### config.mk
export PLATFORM = sky130hd
export DESIGN_NAME = dp_ram_port_arbiter
export DESIGN_NICKNAME = d
export VERILOG_FILES = /design/src/rtl/dp_ram_port_arbiter.sv
export SDC_FILE = /design/constraint.sdc
export NUM_CORES = 1
export LEC_CHECK = 0
export ABC_AREA = 1
export CAP_MARGIN = 20
export CORE_AREA = 2 2 93 95
export CTS_CLUSTER_DIAMETER = 50
export DETAILED_ROUTE_END_ITERATION = 12
export DIE_AREA = 0 0 95 97
export GPL_TIMING_DRIVEN = 0
export HOLD_SLACK_MARGIN = 0.05
export PLACE_DENSITY_LB_ADDON = 0.08
export SLEW_MARGIN = 20
export SYNTH_ARGS = -nofsm -noshare
export SYNTH_HDL_FRONTEND = slang
export SYNTH_SLANG_ARGS = --single-unit
### constraint.sdc
create_clock -name clk_i -period 3 [get_ports clk_i]
set_input_delay 0.3 -clock clk_i [delete_from_list [all_inputs] [get_ports clk_i]]
set_output_delay 0.3 -clock clk_i [all_outputs]
set_load 0.02 [all_outputs]
### src/rtl/dp_ram_port_arbiter.sv
// dp_ram_port_arbiter
//
// Shares the single 32-bit data port of the dual-port RAM between two masters.
// m0 is the core data master and m1 is a secondary master, such as a debug or
// loader agent. Both masters use a req/gnt/rvalid handshake. The grant is
// combinational. The response arrives one cycle after the grant and goes back
// to the master that owns it.
//
// Parameters
//   ADDR_WIDTH  byte-address width of the RAM data port
//   FIXED_PRIO  0: round-robin between m0 and m1, 1: m0 always wins
//
// Ports
//   clk_i, rst_ni                 clock and asynchronous active-low reset
//   mX_req_i / mX_gnt_o           request and same-cycle grant for master X
//   mX_addr_i/we_i/be_i/wdata_i   access attributes, held until granted
//   mX_rvalid_o / mX_rdata_o      response one cycle after grant (rdata 0 on writes)
//   ram_en_o .. ram_wdata_o       RAM data-port command (all zero when idle)
//   ram_rdata_i                   RAM read data, registered one cycle after ram_en_o

module dp_ram_port_arbiter #(
  parameter int unsigned ADDR_WIDTH = 8,
  parameter bit          FIXED_PRIO = 1'b0
) (
  input  logic                  clk_i,
  input  logic                  rst_ni,

  input  logic                  m0_req_i,
  output logic                  m0_gnt_o,
  input  logic [ADDR_WIDTH-1:0] m0_addr_i,
  input  logic                  m0_we_i,
  input  logic [3:0]            m0_be_i,
  input  logic [31:0]           m0_wdata_i,
  output logic                  m0_rvalid_o,
  output logic [31:0]           m0_rdata_o,

  input  logic                  m1_req_i,
  output logic                  m1_gnt_o,
  input  logic [ADDR_WIDTH-1:0] m1_addr_i,
  input  logic                  m1_we_i,
  input  logic [3:0]            m1_be_i,
  input  logic [31:0]           m1_wdata_i,
  output logic                  m1_rvalid_o,
  output logic [31:0]           m1_rdata_o,

  output logic                  ram_en_o,
  output logic [ADDR_WIDTH-1:0] ram_addr_o,
  output logic                  ram_we_o,
  output logic [3:0]            ram_be_o,
  output logic [31:0]           ram_wdata_o,
  input  logic [31:0]           ram_rdata_i
);

  // Owner of the response in flight.
  localparam logic [1:0] OwnNone = 2'b00;
  localparam logic [1:0] OwnM0   = 2'b01;
  localparam logic [1:0] OwnM1   = 2'b10;

  logic       last_m1_q, last_m1_d;  // 1: m1 was granted most recently
  logic [1:0] owner_q, owner_d;
  logic       read_q, read_d;

  logic gnt0, gnt1;

  // m0 wins a conflict under fixed priority, or under round-robin when m1
  // had the last grant. Grants are suppressed while reset is held.
  always_comb begin
    gnt0 = rst_ni & m0_req_i & (~m1_req_i | FIXED_PRIO | last_m1_q);
    gnt1 = rst_ni & m1_req_i & ~gnt0;
  end

  assign m0_gnt_o = gnt0;
  assign m1_gnt_o = gnt1;

  // Drive the RAM command from the winner. Everything is zero when idle.
  always_comb begin
    ram_en_o    = 1'b0;
    ram_addr_o  = '0;
    ram_we_o    = 1'b0;
    ram_be_o    = 4'b0000;
    ram_wdata_o = 32'h0;
    if (gnt0) begin
      ram_en_o    = 1'b1;
      ram_addr_o  = m0_addr_i;
      ram_we_o    = m0_we_i;
      ram_be_o    = m0_be_i;
      ram_wdata_o = m0_wdata_i;
    end else if (gnt1) begin
      ram_en_o    = 1'b1;
      ram_addr_o  = m1_addr_i;
      ram_we_o    = m1_we_i;
      ram_be_o    = m1_be_i;
      ram_wdata_o = m1_wdata_i;
    end
  end

  always_comb begin
    last_m1_d = last_m1_q;
    owner_d   = OwnNone;
    read_d    = 1'b0;
    if (gnt0) begin
      last_m1_d = 1'b0;
      owner_d   = OwnM0;
      read_d    = ~m0_we_i;
    end else if (gnt1) begin
      last_m1_d = 1'b1;
      owner_d   = OwnM1;
      read_d    = ~m1_we_i;
    end
  end

  // The pointer resets to m1 so that m0 wins the first conflict.
  always_ff @(posedge clk_i or negedge rst_ni) begin
    if (!rst_ni) begin
      last_m1_q <= 1'b1;
      owner_q   <= OwnNone;
      read_q    <= 1'b0;
    end else begin
      last_m1_q <= last_m1_d;
      owner_q   <= owner_d;
      read_q    <= read_d;
    end
  end

  // Route the response. A write produces rvalid with zero data.
  always_comb begin
    m0_rvalid_o = (owner_q == OwnM0);
    m1_rvalid_o = (owner_q == OwnM1);
    m0_rdata_o  = (m0_rvalid_o && read_q) ? ram_rdata_i : 32'h0;
    m1_rdata_o  = (m1_rvalid_o && read_q) ? ram_rdata_i : 32'h0;
  end

endmodule

# --- Word level (Yosys, flattened, before mapping) ---
# Index checks and enable logic that the tools add are counted.
# W data, S select, Z words.
op_classes:
  add_sub_neg: 0
  multipliers: 0
  div: 0
  n_lt_le_gt_ge: 0
  n_eq_ne: 2
  shift: 0
  muxes: 18
  bitwise_logic: 9
  reduce_logical: 3
op_table:
  columns: ["op", "n"]
  rows:
  - ["$mux W32", 4]
  - ["$mux W8", 2]
  - ["$mux W1", 8]
  - ["$mux W4", 2]
  - ["$and A1 B1 Y1", 4]
  - ["$mux W2", 2]
  - ["$not A1 Y1", 4]
  - ["$eq A2 B1 Y1 const B", 1]
  - ["$eq A2 B2 Y1 const B", 1]
  - ["$logic_and A1 B1 Y1", 2]
  - ["$reduce_bool A2 Y1", 1]
  - ["$or A1 B1 Y1", 1]
totals:
  ff_bits: 4
  latch_bits: 0
  ram_bits: 0
  rom_bits: 0
  out_inout_bits: 114
  memories: 0

# --- Depth between registers and ports, before layout ---
# Gate-level depths: netlist of the first run.
logic_depth:
  word_depth: 7
  ltp_mapped: 6

# --- Least setup slack after synthesis of the first run ---
# No wires, ideal clock.
synth_path:
  path_type: "reg-to-output"
  start: "reg owner_q[1]"
  end: "out m0_rdata_o[10]"
  t_arrival_ps: 1349
  required_ps: 2700
  slack_ps: 1351
  stages_incl_launch_ff: 5
  path_buffers: 1
  cell_sequence: "dfrtp_1 nor2_1 nand2_1 buf_2 nor2_1"
synth_between:
  elab_chain_cells: 3
synth_lines:
  columns: ["item", "line", "rtl"]
  rows:
  - ["from (decl)", "60", "logic [1:0] owner_q, owner_d;"]
  - ["from (signal assigned)", "116", "owner_q <= OwnNone;"]
  - ["from (signal assigned)", "120", "owner_q <= owner_d;"]
  - ["$eq A2 B1 Y1", "127", "m0_rvalid_o = (owner_q == OwnM0);"]
  - ["net m0_rvalid_o", "34", "output logic m0_rvalid_o,"]
  - ["$logic_and A1 B1 Y1", "129", "m0_rdata_o = (m0_rvalid_o && read_q) ? ram_rdata_i : 32'h0;"]
  - ["$mux W32", "129", null]
  - ["to (decl)", "35", "output logic [31:0] m0_rdata_o,"]
# The timed path passes the listed nets, and every way through them passes these cells.

# --- Worst setup path in the final report of the first run ---
layout_path:
  start: "in rst_ni"
  end: "out ram_wdata_o[13]"
layout_between:
  elab_chain_cells: 6
layout_lines:
  columns: ["item", "line", "rtl"]
  rows:
  - ["from (decl)", "26", "input logic rst_ni,"]
  - ["$and A1 B1 Y1 (2 in a row)", "68", "gnt0 = rst_ni & m0_req_i & (~m1_req_i | FIXED_PRIO | last_m1_q);"]
  - ["$not A1 Y1", "69", "gnt1 = rst_ni & m1_req_i & ~gnt0;"]
  - ["$and A1 B1 Y1", "69", null]
  - ["$mux W32", "88", "end else if (gnt1) begin"]
  - ["$mux W32 (*)", "82", "if (gnt0) begin"]
  - ["to (decl)", "50", "output logic [31:0] ram_wdata_o,"]
# Mark *: on every way between the ends. The rest lies on a longest branch, timed or not.

==> metrics, run 1 <==
First-pass DRT Iterations 4; measured slew at the worst slew-check pin 0.306 ns; die height 97 um; Setup Total Neg Slack 0 ns; first-pass GRT wire length 10600 um; final slew viol count 0; Net Count, Synth 403; Root Driver clkbuf_8; final instance area 3820 um^2; outcome finished, final reports clean; Cell Area, Synth 1250 um^2; worst hold slack 0.340 ns; global route overflow 0; fraction of layout cells with a size suffix above 1 5.00%; CTS Buffer Depth 2; Setup violations, final 0; largest net degree at the start of global routing 12; PortBufs 239; Storage cell area 101 um^2; routed wire length 7300 um; slew margin rel. 79.6%; crit path time final 2.67 ns; leakage 0.00180 uW; worst-path fanout max 10; Die Area 9220 um^2; clock-pin slew on the worst setup and hold paths 0.03 ns; PD cells 175 nW/um^2; clk sinks 4; wire per inst 11.7 um; worst min path class in2async; via count 2488; DR vias/cell 3.98; routed wl met3 970 um; Distinct cells, synth 13; Synth Instances 277; Die X-Extent 95 um; met1 WL 2490 um; max-cap violations 0; initial core utilization 15.4%; Worst IR Drop VDD 0.0812 mV; period utilisation layout 88.9%; Max Used Layer met4; htree depth 1; crit end category primary output; final hold violation count 0; CP Launch Type input port; multi-input logic area 871 um^2; Nets 647; DRT iter0 DRCs 39; RSZ-0062 raised after global routing false; core area 8130 um^2; vias in the first global route 2276; area growth from synthesis to layout 206%; met2 wire length 3760 um; Placer Congestion 0.759; WP data arrival 2.37 ns; post-CTS setup buffer count 0; DP Area 3770 um^2; Syn. warnings 0; Clock Skew 0.00587 ns; Antenna diodes 0; syn avg cell area 4.51 um^2; Seq/Total Area, Yosys 8.12%; antenna violations before repair 0; critical path type in2out; Worst Path Required 2.70 ns; FILL cells 850; CTS tree built; dpl hpwl 6380 um; DRC 0; Synth Register Bits 4; Post-CTS Resized 0; worst skew pair latency 0.22 ns; number of CTS-inserted buffers 3; ANT nets after route 0; hold_buf cts 0; fmax 0.375 GHz; num ports 240; gr usage total 14.2%; row count 33
metrics by stage:
| step | power [uW] | std cells | setup slack [ns] | util (%) |
|---|---|---|---|---|
| global route | 716 | 625 | 0.150 | 46.9 |
| global placement | 554 | 621 | 0.325 | 46.4 |
| detailed placement | 557 | 621 | 0.298 | 46.4 |
| CTS | 679 | 625 | 0.290 | 46.9 |
| finish | 669 | 625 | 0.333 | 46.9 |
| floorplan | 250 | 277 | 1.35 | - |
kinds of logic (layout without fill, tap and decap cells):
family,count (synthesis),in the layout,share of synthesized area (%)
AOI/OAI and AO/OA,2,2,1.10
buffers and inverters,59,302,22.1
DFF,4,4,8.12
and+or+nand+nor,212,212,68.6
report_power, final:
group	switching, uW	internal, uW
sequential	1.83	60.3
clock	26.7	90.6
combinational	210	280
placed cells by master (no fill, tap or decap), types with 3 or more instances in the layout:
cell type / count
buf_2: 11
buf_4: 5
buf_6: 3
clkbuf_8: 3
clkdlybuf4s50_1: 239
dfrtp_1: 3
inv_1: 39
nand2_1: 97
nand3_1: 47
nor2_1: 67
path summary, 6_finish.rpt:
path | startpoint | endpoint | slack (ns) | depth (start not counted)
worst max register to register | last_m1_q | owner_q[1] | 1.86 | 4
worst max-delay path | rst_ni | ram_wdata_o[13] | 0.33 | 8
worst min register to register | last_m1_q | last_m1_q | 0.55 | 2
worst min-delay path | rst_ni | owner_q[0] | 0.34 | 1
max in group asynchronous | rst_ni | last_m1_q | 2.37 | 1
min in group clk_i | last_m1_q | last_m1_q | 0.55 | 2
cell usage after synthesis:
master / n / area (um^2)
a21oi_1: 1 / 5.00
a21oi_2: 1 / 8.76
buf_2: 11 / 55.1
buf_4: 5 / 37.5
buf_6: 3 / 33.8
dfrtp_1: 3 / 75.1
dfstp_2: 1 / 26.3
inv_1: 39 / 146
inv_2: 1 / 3.75
nand2_1: 97 / 364
nand2_2: 1 / 6.26
nand3_1: 47 / 235
nor2_1: 67 / 251
worst max-delay path: stages:
cell and delay (ns):
clkdlybuf4s50_1 0.64, nand2_1 0.16, a21oi_2 0.14, buf_4 0.21, buf_6 0.16, nand2_1 0.05
nand2_1 0.09, clkdlybuf4s50_1 0.61
cell type report:
| class | count | area share, % |
|---|---|---|
| repair buffers | 239 | 62.7 |
| flip-flops and latches | 4 | 2.65 |
| clock buffers | 4 | 1.18 |
| plain buffers | 19 | 3.31 |
| inverters | 40 | 3.93 |
| multi-input cells | 214 | 22.8 |
| well taps | 105 | 3.44 |
layer usage:
metal / up-vias / track usage, %
met5: - / 0
met4: 0 / 2.12
met3: 6 / 5.53
met2: 144 / 29.1
met1: 1028 / 12.9
li1: 1310 / -
flip-flops by register name, summed over array words and instances (netlist names):
name and cells:
owner_q 2, read_q 1, last_m1_q 1
(Power assumes the default switching activity.)
==> inputs of run 2 (changes only) <==
Settings changed: CTS_BUF_LIST set to sky130_fd_sc_hd__clkbuf_4.
==> metrics, run 2 (same netlist as run 1, synthesis figures left out) <==
outcome finished, final reports clean; Clock Skew 0.00804 ns; DRT iter0 DRCs 38; PortBufs 239; ANT nets after route 0; dpl hpwl 6380 um; core area 8130 um^2; gr usage total 14.2%; crit path time final 2.67 ns; final cell count without fillers 625; CP Launch Type input port; global route overflow 0; htree depth 1; routed wire length 7300 um; Die Area 9220 um^2; number of CTS-inserted buffers 3; DR vias/cell 3.98; critical path type in2out; fraction of layout cells with a size suffix above 1 5.19%; DRC 0; row count 33; leakage 0.00179 uW; final slew viol count 0; Worst Setup SP rst_ni; WP data arrival 2.37 ns; hold_buf cts 0; worst-case reg-to-reg path depth 4; multi-input logic area 871 um^2; worst skew pair latency 0.24 ns; Root Driver clkbuf_4; Worst Path Required 2.70 ns; post-CTS setup buffer count 0; placed instance count 621; max-cap violations 0; most frequent cells in the layout clkdlybuf4s50_1 (239), nand2_1 (97), nor2_1 (67); Biggest register owner_q; first-pass GRT wire length 10600 um; worst-path fanout max 10; RSZ-0062 raised after global routing false; slew margin rel. 79.2%; FILL cells 850; CTS Buffer Depth 2; Setup violations, final 0; PD cells 166 nW/um^2; period utilisation layout 89.1%; crit end category primary output; area growth from synthesis to layout 205%; Worst IR Drop VDD 0.0812 mV; via count 2485; clk sinks 4; most common cell after layout, fill and taps aside clkdlybuf4s50_1; clock-pin slew on the worst setup and hold paths 0.04 ns; Crit Reg-Reg Startpoint last_m1_q; antenna violations before repair 0; Post-CTS Resized 0; Nets 647; biggest regs owner_q x2, last_m1_q x1, read_q x1; die height 97 um; Die X-Extent 95 um; fmax 0.374 GHz; Setup Total Neg Slack 0 ns; R2R setup slack 1.87 ns; Storage cell area 101 um^2; vias in the first global route 2270; measured slew at the worst slew-check pin 0.312 ns; CTS tree built; First-pass DRT Iterations 4; wire per inst 11.7 um; num ports 240; Largest register FFs 2; final hold violation count 0; largest net degree at the start of global routing 12; Placer Congestion 0.759; worst min path class in2async; initial core utilization 15.4%; Antenna diodes 0
==> run 2: cell count changes in the layout (fill, tap and decap cells not counted) <==
cell / before / now
clkbuf_8: 3 / 0
clkbuf_4: 0 / 4
clkbuf_1: 1 / 0
==> run 2: final timing paths <==
| check | to |
|---|---|
| min in group clk_i | last_m1_q |
| max in group asynchronous | last_m1_q |
| worst min-delay path | owner_q[0] |
| worst max register to register | owner_q[1] |
| worst max-delay path | ram_wdata_o[13] |
| worst min register to register | last_m1_q |
==> run 2: per-layer routing <==
metal	GRT usage, %	routed length (um)	up-vias
met5	0	0	-
met4	2.12	80	0
met3	5.53	956	6
met2	29.0	3750	142
met1	12.9	2510	1027
li1	-	-	1310
==> run 2: worst max-delay path: stages <==
cell and delay (ns):
clkdlybuf4s50_1 0.65, nand2_1 0.16, a21oi_2 0.14, buf_4 0.20, buf_6 0.15, nand2_1 0.05, nand2_1 0.09, clkdlybuf4s50_1 0.61
==> run 2: power breakdown <==
part / leakage [uW] / switching, uW / internal (uW)
Sequential: 0.0000500 / 1.71 / 60.2
Clock: 0.0000184 / 22.5 / 58.9
Combinational: 0.00172 / 210 / 280
==> run 2: area by class of cell <==
class,count,share of cell area [%]
multi-input combinational,214,22.9
buffer,19,3.32
inverter,40,3.95
tap,105,3.46
sequential,4,2.67
timing repair buffer,239,62.9
clock buffer,4,0.790
==> run 2: metrics by stage <==
stage	utilization [%]	hold slack (ns)	total power [uW]	cell area (um^2)	setup WS [ns]
floorplan	-	0.00441	250	1250	1.35
global placement	46.4	0.519	554	3770	0.325
detailed placement	46.4	0.554	557	3770	0.298
CTS	46.7	0.320	643	3800	0.290
global route	46.7	0.333	680	3800	0.150
finish	46.7	0.320	633	3800	0.327
